--- config.mk ---
export PLATFORM = sky130hd
export DESIGN_NAME = sm_accum
export DESIGN_NICKNAME = d
export VERILOG_FILES = /design/src/rtl/sm_accum.sv
export SDC_FILE = /design/constraint.sdc
export NUM_CORES = 1
export LEC_CHECK = 0
export BUFFER_PORTS_ARGS = -buffer_cell sky130_fd_sc_hd__buf_2
export CAP_MARGIN = 20
export CORE_MARGIN = 2
export CORE_UTILIZATION = 45
export DETAILED_ROUTE_END_ITERATION = 7
export PLACE_DENSITY = 0.67
export SETUP_SLACK_MARGIN = 0.3
export SYNTH_ARGS = -nofsm -noshare
export SYNTH_HDL_FRONTEND = slang
export SYNTH_SLANG_ARGS = --single-unit
--- constraint.sdc ---
create_clock -name clk -period 12.9 [get_ports clk]
set_clock_uncertainty 0.2 [all_clocks]
set_input_delay 1.935 -clock clk [delete_from_list [all_inputs] [get_ports clk]]
set_output_delay 1.935 -clock clk [all_outputs]
set_load 0.05 [all_outputs]
--- src/rtl/sm_accum.sv ---
// Frame accumulator for the sign-magnitude adder stream: sums beats into a
// clamped two's-complement register and hands out one sign-magnitude total per frame.
module sm_accum #(
    parameter int NUM   = 18,
    parameter int ACC_W = 24,
    parameter int CNT_W = 8
) (
    input  logic             clk,
    input  logic             rst,
    input  logic             in_valid,
    output logic             in_ready,
    input  logic [NUM:0]     in_sum,
    input  logic             in_last,
    output logic             out_valid,
    input  logic             out_ready,
    output logic [ACC_W-1:0] out_acc,
    output logic [CNT_W-1:0] out_count,
    output logic             out_sat
);

    generate
        if (ACC_W < NUM + 2) begin : g_width_check
            $fatal(1, "sm_accum: ACC_W must be at least NUM+2");
        end
    endgenerate

    localparam logic signed [ACC_W:0] MAX_POS = signed'({2'b00, {(ACC_W-1){1'b1}}});
    localparam logic signed [ACC_W:0] MAX_NEG = -MAX_POS;

    typedef enum logic [1:0] {
        IDLE = 2'd0,
        RUN  = 2'd1,
        DONE = 2'd2
    } state_t;

    state_t                  state_r, state_nxt_s;
    logic signed [ACC_W:0]   acc_r, base_acc_s, beat_s, raw_s, acc_nxt_s;
    logic [CNT_W-1:0]        cnt_r, base_cnt_s, cnt_nxt_s;
    logic                    sat_r, base_sat_s, sat_nxt_s, clamp_s;
    logic                    accept_s, frame_clr_s;
    logic                    out_valid_r, out_sat_r;
    logic [ACC_W-1:0]        out_acc_r;
    logic [CNT_W-1:0]        out_count_r;

    function automatic logic signed [ACC_W:0] sm_to_tc(input logic [NUM:0] sm);
        logic [ACC_W:0] mag;
        mag = {{(ACC_W+1-NUM){1'b0}}, sm[NUM-1:0]};
        if (sm[NUM]) begin
            return signed'(~mag + {{ACC_W{1'b0}}, 1'b1});
        end else begin
            return signed'(mag);
        end
    endfunction

    // The clamp bounds |v| below 2^(ACC_W-1), so the low bits alone carry the magnitude.
    function automatic logic [ACC_W-1:0] tc_to_sm(input logic sgn, input logic [ACC_W-2:0] low);
        logic [ACC_W-2:0] mag;
        if (sgn) begin
            mag = ~low + {{(ACC_W-2){1'b0}}, 1'b1};
        end else begin
            mag = low;
        end
        return {sgn, mag};
    endfunction

    assign in_ready  = ~out_valid_r | out_ready;
    assign accept_s  = in_valid & in_ready;
    assign out_valid = out_valid_r;
    assign out_acc   = out_acc_r;
    assign out_count = out_count_r;
    assign out_sat   = out_sat_r;

    // Beat datapath: a beat taken while a result is pending starts a fresh frame from zero.
    always_comb begin
        base_acc_s = {(ACC_W+1){1'b0}};
        base_cnt_s = {CNT_W{1'b0}};
        base_sat_s = 1'b0;
        if (state_r != DONE) begin
            base_acc_s = acc_r;
            base_cnt_s = cnt_r;
            base_sat_s = sat_r;
        end else begin
            base_sat_s = 1'b0;
        end
        beat_s = sm_to_tc(in_sum);
        raw_s  = base_acc_s + beat_s;
        if (raw_s > MAX_POS) begin
            acc_nxt_s = MAX_POS;
            clamp_s   = 1'b1;
        end else if (raw_s < MAX_NEG) begin
            acc_nxt_s = MAX_NEG;
            clamp_s   = 1'b1;
        end else begin
            acc_nxt_s = raw_s;
            clamp_s   = 1'b0;
        end
        if (base_cnt_s == {CNT_W{1'b1}}) begin
            cnt_nxt_s = base_cnt_s;
        end else begin
            cnt_nxt_s = base_cnt_s + {{(CNT_W-1){1'b0}}, 1'b1};
        end
        sat_nxt_s = base_sat_s | clamp_s;
    end

    // Frame state machine: next state and the frame-clear strobe on a result drain.
    always_comb begin
        state_nxt_s = state_r;
        frame_clr_s = 1'b0;
        case (state_r)
            IDLE: begin
                if (accept_s) begin
                    state_nxt_s = in_last ? DONE : RUN;
                end else begin
                    state_nxt_s = IDLE;
                end
            end
            RUN: begin
                if (accept_s && in_last) begin
                    state_nxt_s = DONE;
                end else begin
                    state_nxt_s = RUN;
                end
            end
            DONE: begin
                if (out_ready && accept_s) begin
                    state_nxt_s = in_last ? DONE : RUN;
                end else if (out_ready) begin
                    state_nxt_s = IDLE;
                    frame_clr_s = 1'b1;
                end else begin
                    state_nxt_s = DONE;
                end
            end
            default: begin
                state_nxt_s = IDLE;
                frame_clr_s = 1'b1;
            end
        endcase
    end

    // State and running frame registers.
    always_ff @(posedge clk) begin
        if (rst) begin
            state_r <= IDLE;
            acc_r   <= {(ACC_W+1){1'b0}};
            cnt_r   <= {CNT_W{1'b0}};
            sat_r   <= 1'b0;
        end else begin
            state_r <= state_nxt_s;
            if (accept_s) begin
                acc_r <= acc_nxt_s;
                cnt_r <= cnt_nxt_s;
                sat_r <= sat_nxt_s;
            end else if (frame_clr_s) begin
                acc_r <= {(ACC_W+1){1'b0}};
                cnt_r <= {CNT_W{1'b0}};
                sat_r <= 1'b0;
            end else begin
                acc_r <= acc_r;
            end
        end
    end

    // Result registers, loaded with the post-add totals when the last beat lands.
    always_ff @(posedge clk) begin
        if (rst) begin
            out_valid_r <= 1'b0;
            out_acc_r   <= {ACC_W{1'b0}};
            out_count_r <= {CNT_W{1'b0}};
            out_sat_r   <= 1'b0;
        end else begin
            out_valid_r <= (state_nxt_s == DONE);
            if (accept_s && in_last) begin
                out_acc_r   <= tc_to_sm(acc_nxt_s[ACC_W], acc_nxt_s[ACC_W-2:0]);
                out_count_r <= cnt_nxt_s;
                out_sat_r   <= sat_nxt_s;
            end else begin
                out_acc_r <= out_acc_r;
            end
        end
    end

endmodule

; ---- Word level (Yosys, flattened, before mapping)
; Index checks and enable logic that the tools add are counted.
[classes]
add_sub_neg = 4
n_lt_le_gt_ge = 2
n_eq_ne = 5
muxes = 25
bitwise_logic = 6
reduce_logical = 5
[ops]
columns = operator, n
row1 = two-way mux 25 bit, 6
row2 = two-way mux 8 bit, 4
row3 = adder 25 x 1 -> 25 bit (second input constant), 1
row4 = adder 25 bit, 1
row5 = > comparator 25 x 24 -> 1 bit (second input constant), 1
row6 = less-than comparator 25 x 24 -> 1 bit (second input constant), 1
row7 = NOT 18 -> 25 bit, 1
row8 = adder 23 x 1 -> 23 bit (second input constant), 1
row9 = two-way mux 23 bit, 1
row10 = NOT 23 bit, 1
row11 = two-way mux 2 bit, 5
row12 = adder 8 x 1 -> 8 bit (second input constant), 1
row13 = == test 8 bit (second input constant), 1
row14 = two-way mux 1 bit, 7
row15 = case mux 2 bit (3 select lines), 1
row16 = == test 2 bit (second input constant), 2
row17 = == test 2 x 1 -> 1 bit (second input constant), 1
row18 = logical AND 1 bit, 2
row19 = zero test 2 bit, 1
row20 = inequality test 2 bit (second input constant), 1
row21 = bitwise OR 1 bit, 2
row22 = case mux 1 bit (2 select lines), 1
row23 = nonzero test 2 bit, 1
row24 = OR reduction 2 bit, 1
row25 = other kinds (2), 2
[word_totals]
regBits = 70
output_inout_bits = 35
word_cells = 55

; ---- Depth between registers and ports, before layout
; Gate-level depths: netlist (run 1).
[depth]
depth_word = 10
mapped_depth = 26
ltp_nobuf = 23

; ---- Least setup slack after synthesis (run 1)
; OpenSTA, ideal clock, no wires.
[synth_path]
kind = input-to-reg
startpoint = input in_sum[6]
endpoint = register out_acc_r[10] (netlist: out_acc[10])
t_arrival_ns = 6.491
required_time_ns = 12.580
setup_slack_ns = 6.089
stages = 22
path_cell_list = or3_1 or3_1 or3_1 o21ai_0 xnor2_1 ha_1 clkbuf_1 a211oi_1 o21bai_1 or3b_1 o2111a_1 o311ai_4 nand3b_1 or3_1 o21ai_1 a21oi_1 ha_1 inv_1 o211ai_2 and3_1 a211oi_1 o2bb2ai_1
[synth_via]
elab_chain_cells = 10
[synth_rtl]
columns = item, line
row1 = from (decl), 12  ; input logic [NUM:0] in_sum,
row2 = NOT 18 -> 25 bit, 49  ; return signed'(~mag + {{ACC_W{1'b0}}, 1'b1});
row3 = adder 25 x 1 -> 25 bit, 49
row4 = two-way mux 25 bit (*), 48  ; if (sm[NUM]) begin
row5 = adder 25 bit (*), 86  ; raw_s = base_acc_s + beat_s;
row6 = less-than comparator 25 x 24 -> 1 bit, 90  ; end else if (raw_s < MAX_NEG) begin
row7 = two-way mux 25 bit, 90
row8 = two-way mux 25 bit (*), 87  ; if (raw_s > MAX_POS) begin
row9 = NOT 23 bit, 59  ; mag = ~low + {{(ACC_W-2){1'b0}}, 1'b1};
row10 = adder 23 x 1 -> 23 bit, 59
row11 = two-way mux 23 bit (*), 58  ; if (sgn) begin
row12 = to (signal assigned), 168  ; out_acc_r <= {ACC_W{1'b0}};
row13 = to (signal assigned), 174  ; out_acc_r <= tc_to_sm(acc_nxt_s[ACC_W], acc_nxt_s[ACC_W-2:0]);
row14 = to (signal assigned), 178  ; out_acc_r <= out_acc_r;
row15 = to (decl), 42  ; logic [ACC_W-1:0] out_acc_r;
; Mark *: on every way between the ends. The rest lies on a longest branch, timed or not.
; A chain may end at the register's enable or synchronous reset.

; ---- Final worst setup path (run 1)
[layout_path]
startpoint = input in_sum[6]
endpoint = register out_acc_r[18] (netlist: out_acc[18])
; The elaborated chain is that of the path after synthesis.

==> results of run 1 <==
path summary, 6_finish.rpt:
path	start	endpoint	slack [ps]	cells past startpoint
worst min-delay path	out_count[0]	out_count[0]	250	2
worst max-delay path	in_sum[6]	out_acc[18]	5260	21
worst max register to register	state_r[0]	out_acc[10]	7000	21
worst min register to register	out_count[0]	out_count[0]	250	2
tightest hold or removal path: cells and delay by family, from the launching register on:
| kind | cells | cell delay, ps |
|---|---|---|
| AOI/OAI and AO/OA | 1 | 50 |
| and+or+nand+nor | 1 | 50 |
| DFF | 1 | 300 |
metal layers:
| metal | wire length [µm] | part of all wire (%) |
|---|---|---|
| met1 | 7540 | 44 |
| met2 | 8050 | 47 |
| met3 | 796 | 4.7 |
| met4 | 628 | 3.7 |
| met5 | 0 | 0 |
area by class of cell:
cell class | count | area (µm²) | area share [%]
Sequential cell | 70 | 1400 | 20.9
Timing Repair Buffer | 66 | 350 | 5.23
Clock inverter | 6 | 95.1 | 1.42
Inverter | 15 | 56.3 | 0.841
Clock buffer | 10 | 229 | 3.42
Multi-Input combinational cell | 657 | 4340 | 64.9
Tap cell | 176 | 220 | 3.29
power by group:
| part | total, mW | internal, mW | leakage (nW) | switching, mW |
|---|---|---|---|---|
| Clock | 0.269 | 0.171 | 0.157 | 0.0982 |
| Combinational | 1.50 | 0.507 | 1.87 | 0.988 |
| Sequential | 0.316 | 0.283 | 0.576 | 0.0330 |
| Total | 2.08 | 0.961 | 2.61 | 1.12 |
sequential cells by signal, indices dropped and copies added (netlist names):
name / count
acc_r: 25
out_acc: 24
cnt_r: 8
out_count: 8
state_r: 2
out_sat: 1
out_valid: 1
sat_r: 1
cells by family after synthesis:
kind of cell	after synthesis	share of synthesized area [%]
AO/OA/AOI/OAI	254	29.7
XOR/XNOR	53	8.75
buffers and inverters	61	4.22
adder cells (fa/ha/maj)	37	7.58
multiplexers	3	0.501
flip-flops	70	23.4
AND/OR/NAND/NOR	310	25.9
stage by stage:
step           instance area, µm²  hold slack, ps  setup WS [ps]
3_5_place_dp                 6370             242           5030
6_report                     6700             251           5260
5_1_grt                      6700             272           4760
4_1_cts                      6700             251           5360
3_3_place_gp                 6370             238           5130
2_1_floorplan                5990             227           6090
cell usage after synthesis (6+ instances only):
cell type / instances / area (µm²)
a211oi_1: 16 / 120
a21o_1: 6 / 45.0
a21oi_1: 58 / 290
a22oi_1: 18 / 135
a31oi_1: 10 / 62.6
a32o_1: 6 / 60.1
and2_1: 30 / 188
and3_1: 11 / 68.8
buf_2: 10 / 50.1
clkbuf_1: 32 / 120
dfxtp_1: 70 / 1400
ha_1: 28 / 350
inv_1: 15 / 56.3
nand2_1: 81 / 304
nand2b_1: 7 / 43.8
nand3_1: 22 / 110
nand4_1: 8 / 50.1
nor2_1: 86 / 323
nor3_1: 13 / 65.1
nor4_1: 7 / 43.8
o211ai_1: 17 / 128
o21a_1: 7 / 52.6
o21ai_0: 43 / 215
o21ai_1: 9 / 45.0
o31ai_1: 6 / 45.0
or3_1: 11 / 68.8
xnor2_1: 31 / 272
xor2_1: 17 / 149
==> out/metrics.cfg, run 1 <==
[power_and_ir_drop]
p_per_area_nw_per_um2 = 311
leakagePower_nw = 2.61
power_mw = 2.08
ir_drop_v = 0.000129

[worst_setup_path]
critical_path_class = primary input to flip-flop
crit_family = compound AO/OA/AOI/OAI gates
slowest_stage = ha_1
critPathBufInv = 1
critPathArrivalTime_ps = 7690
max_stage_delay_ps = 500
cp_max_fo = 14
end_kind = flip-flop
crit_required_ps = 12950
path_cells = buf_2 > or3_1 > o21ai_0 > nand2_1 > a21oi_1 > a21bo_2 > ha_1 > nand2_1 > o211ai_1 > and2_1 > nand3_1 > o21ai_2 > xnor2_2 > nor2_1 > o21ai_1 > a21oi_1 > ha_1 > a21boi_1 > o22ai_1 > xnor2_1 > a211oi_1
start_kind = primary input

[route]
dr.pass1.iters = 7
wire_per_inst_um = 17.0
drt_iter0_drc = 413
dr_total_vias = 5951
drtAntennaViolNets = 0
vias_per_cell = 5.95
routed_wl_mm = 17.0
drc = 0

[synthesis]
synth-seq-area-share_pct = 23.4
yosysUniqueCellTypes = 85
synth_fp_nets = 841
ys_warn_count = 0
syn-cell-area_um2 = 5990
synth-edff-count = 0
async_flop_share_pct = 0
synthCells = 788
syn_area_per_cell_um2 = 7.61
synth-main-ff-cell = dfxtp_1
ys_ff_latch = 70

[global_routing]
grt_max_degree = 66
grt_pass1_wl_mm = 28.0
grt_use_met1_pct = 31.2
grt.busiest_layer = met2
grt_pass1_vias = 5549
antenna_found_initial = 0
use_met3_pct = 3.78
gr-usage-met2_pct = 40.2
grt.total_usage_pct = 24.2
globalRouteOverflowTotal = 0

[final_layout]
drive_gt1_share_pct = 14.4
layout_common_cells = nor2_1, nand2_1, dfxtp_1
area_delta_synth_final_pct = 11.7
final_util_pct = 51.0
nNetsFinal = 872
final_common_cell = nor2_1
finalNonFillerCells = 1000
n_antenna_cell = 0
fillers = 1385

[clock_network]
numCtsBuffers = 9
cts.repair.resized = 0
cts_tree = yes
clk_latency_ps = 340
cts-root-buf = clkbuf_16
clk_pin_slew_ps = 60
post_cts_buffers = 0
cts_buffer_depth = 2
clock-sinks = 70
htreeDepth = 3
hold_buffers = 0

[hold_path]
hp-class = flip-flop to flip-flop

[die]
fp.coreArea_um2 = 13100
die_h_um = 119
die-width_um = 119
rows = 42
pin_count = 59
start_util_pct = 45.6
die-area_um2 = 14300

[sta]
tns_ps = 0
relSlewSlack_pct = 40.2
finalSetupViolCount = 0
worst_pin_slew_ps = 894
rsz0062_at_grt = false
hold_violations = 0
drv_slew = 0
period_minus_slack_ps = 7640
fmax_mhz = 131
post-route-period-util_pct = 59.2

[flow_run]
drv_cap = 0

[placed_design]
gp_congestion = 0.915
portBuffers = 58
place_hpwl_mm = 12.8
placed_cells = 984

[status]
outcome = finished, final reports clean

(Power assumes the default switching activity.)
==> inputs of run 2 (changes only) <==
--- a/config.mk
+++ b/config.mk
@@ -10,7 +10,7 @@
 export CORE_MARGIN = 2
 export CORE_UTILIZATION = 45
 export DETAILED_ROUTE_END_ITERATION = 7
-export PLACE_DENSITY = 0.67
+export PLACE_DENSITY = 0.7
 export SETUP_SLACK_MARGIN = 0.3
 export SYNTH_ARGS = -nofsm -noshare
 export SYNTH_HDL_FRONTEND = slang
==> constraint.sdc (replaced) <==
create_clock -name clk -period 6.2 [get_ports clk]
set_clock_uncertainty 0.2 [all_clocks]
set_input_delay 0.93 -clock clk [delete_from_list [all_inputs] [get_ports clk]]
set_output_delay 0.93 -clock clk [all_outputs]
set_load 0.05 [all_outputs]
==> run 2 against run 1 <==
Net effect:
- critical path depth rose by 3
- sequential cell count unchanged
- die area stayed put
- via count grew 2.6%
- core utilization is 2.9 points higher
- sequential share of layout area decreased by 1.1 points
- register-to-register slack worse by 6100 ps
- hold slack worse by 5.2 ps
- cell count rose by 4.3%
- largest cell class unchanged
- largest power group unchanged
==> out/metrics.cfg, run 2 (synthesis results as in run 1) <==
[status]
outcome = finished, final reports clean  ; unchanged

[power_and_ir_drop]
leakagePower_nw = 2.82  ; was 2.61 nW
ir_drop_v = 0.000338  ; was 0.000129 V
p_per_area_nw_per_um2 = 665  ; was 311 nW/µm²
power_mw = 4.71  ; was 2.08 mW

[worst_setup_path]
r2r_cells = 21  ; unchanged
critPathArrivalTime_ps = 5610  ; was 7690 ps
max_stage_delay_ps = 400  ; was 500 ps
slowest_stage = or3_4  ; was ha_1
cp_max_fo = 8  ; was 14
end_kind = flip-flop  ; unchanged
crit_required_ps = 6230  ; was 12950 ps
start_kind = primary input  ; unchanged
critical_path_class = primary input to flip-flop  ; unchanged
path_cells = buf_2 > inv_1 > ha_1 > nand2_1 > or3_1 > or3_1 > o21ai_1 > xnor2_1 > ha_1 > a211oi_2 > o21bai_1 > or3b_1 > o2111a_1 > o311ai_4 > nand3b_1 > or3_4 > o21ai_2 > a21oi_2 > ha_4 > inv_1 > o211ai_2 > and3_1 > a211oi_1 > o2bb2ai_1  ; was buf_2 > or3_1 > o21ai_0 > nand2_1 > a21oi_1 > a21bo_2 > ha_1 > nand2_1 > o211ai_1 > and2_1 > nand3_1 > o21ai_2 > xnor2_2 > nor2_1 > o21ai_1 > a21oi_1 > ha_1 > a21boi_1 > o22ai_1 > xnor2_1 > a211oi_1

[final_layout]
largest_reg_flops = 25  ; unchanged
n_antenna_cell = 0  ; unchanged
layout_common_cells = nor2_1, nand2_1, dfxtp_1  ; unchanged
regMostFlops = acc_r  ; unchanged
seqCellArea_um2 = 1400  ; unchanged
final_common_cell = nor2_1  ; unchanged
area_delta_synth_final_pct = 18.0  ; was 11.7%
drive_gt1_share_pct = 20.2  ; was 14.4%
multi_input_area_um2 = 4420  ; was 4340 µm²
fillers = 1318  ; was 1385
nNetsFinal = 915  ; was 872

[sta]
drv_slew = 0  ; unchanged
post-route-period-util_pct = 90.0
hold_violations = 0  ; unchanged
fmax_mhz = 179
worst_pin_slew_ps = 933  ; was 894 ps
period_minus_slack_ps = 5580
rsz0062_at_grt = false  ; unchanged
tns_ps = 0  ; unchanged
finalSetupViolCount = 0  ; unchanged
relSlewSlack_pct = 37.6  ; was 40.2%

[route]
dr.pass1.iters = 5  ; was 7
wire_per_inst_um = 16.9  ; was 17.0 µm
drt_iter0_drc = 406  ; was 413
routed_wl_mm = 17.7  ; was 17.0 mm
drtAntennaViolNets = 0  ; unchanged
vias_per_cell = 5.85  ; was 5.95
dr_total_vias = 6103  ; was 5951
drc = 0  ; unchanged

[flow_run]
drv_cap = 0  ; unchanged

[global_routing]
globalRouteOverflowTotal = 0  ; unchanged
grt.total_usage_pct = 24.6  ; was 24.2%
antenna_found_initial = 0  ; unchanged
grt_pass1_vias = 5739  ; was 5549
grt_max_degree = 66  ; unchanged
grt_pass1_wl_mm = 28.4  ; was 28.0 mm

[die]
die-width_um = 119  ; unchanged
fp.coreArea_um2 = 13100  ; unchanged
rows = 42  ; unchanged
start_util_pct = 45.6  ; unchanged
pin_count = 59  ; unchanged
die-area_um2 = 14300  ; unchanged
die_h_um = 119  ; unchanged

[clock_network]
cts.repair.resized = 0  ; unchanged
clock-sinks = 70  ; unchanged
cts-root-buf = clkbuf_16  ; unchanged
htreeDepth = 3  ; unchanged
cts_buffer_depth = 2  ; unchanged
numCtsBuffers = 9  ; unchanged
hold_buffers = 0  ; unchanged
clk_pin_slew_ps = 60  ; about the same
post_cts_buffers = 0  ; unchanged
cts_tree = yes  ; unchanged
clk_latency_ps = 340  ; about the same

[hold_path]
hold_depth = 2  ; unchanged
hp-class = flip-flop to flip-flop  ; unchanged

[placed_design]
portBuffers = 58  ; unchanged
place_hpwl_mm = 13.3  ; was 12.8 mm
gp_congestion = 0.986  ; was 0.915

-- run 2: cell count changes in the layout (fill, tap and decap cells not counted), moves of 2 or more --
| cell | previous run | this run |
|---|---|---|
| buf_4 | 8 | 51 |
| o21ai_0 | 43 | 38 |
| o21ai_2 | 2 | 5 |
| o21ai_1 | 9 | 11 |
-- run 2: power breakdown --
group / switching (mW) / internal [mW] / total (mW)
combinational: 2.18 / 1.33 / 3.51
clock: 0.209 / 0.327 / 0.535
sequential: 0.0679 / 0.589 / 0.657
-- run 2: critical path, delay by kind of cell --
kind	cells	cell delay, ps
fa+ha+maj	3	700
simple gates	7	2020
xor+xnor	1	140
buf+inv	3	280
compound gates	10	1560
-- run 2: path summary, 6_finish.rpt --
check | slack (ps) | end | startpoint
max | 620 | out_acc[10] | in_sum[1]
min | 250 | out_acc[2] | out_acc[2]
max reg2reg | 910 | out_acc[8] | state_r[0]
min reg2reg | 250 | out_acc[2] | out_acc[2]
-- run 2: layout make-up --
class                   count  share of cell area [%]
clock buffers              11                    3.43
repair buffers            109                    9.51
clock inverters             5                   0.920
well taps                 176                    3.11
flip-flops and latches     70                    19.8
inverters                  15                   0.796
multi-input cells         657                    62.4
-- run 2: through the flow --
stage / hold WS [ps] / setup slack, ps / std cells / area, µm² / util [%]
6_report: 245 / 617 / 1043 / 7080 / 53.9
5_1_grt: 260 / 274 / 1043 / 7080 / 53.9
4_1_cts: 248 / 413 / 1043 / 7000 / 53.3
3_5_place_dp: 240 / 90.3 / 1027 / 6690 / 51.0
3_3_place_gp: 238 / 162 / 1027 / 6690 / 51.0
2_1_floorplan: 227 / 394 / 788 / 5990 / -
-- run 2: layer usage --
layer	GRT usage (%)	vias to the layer above	wire length (µm)
met5	0	-	0
met2	42.2	138	8510
met1	31.3	2892	8010
met4	7.94	0	392
met3	4.26	35	745
li1	-	3038	-
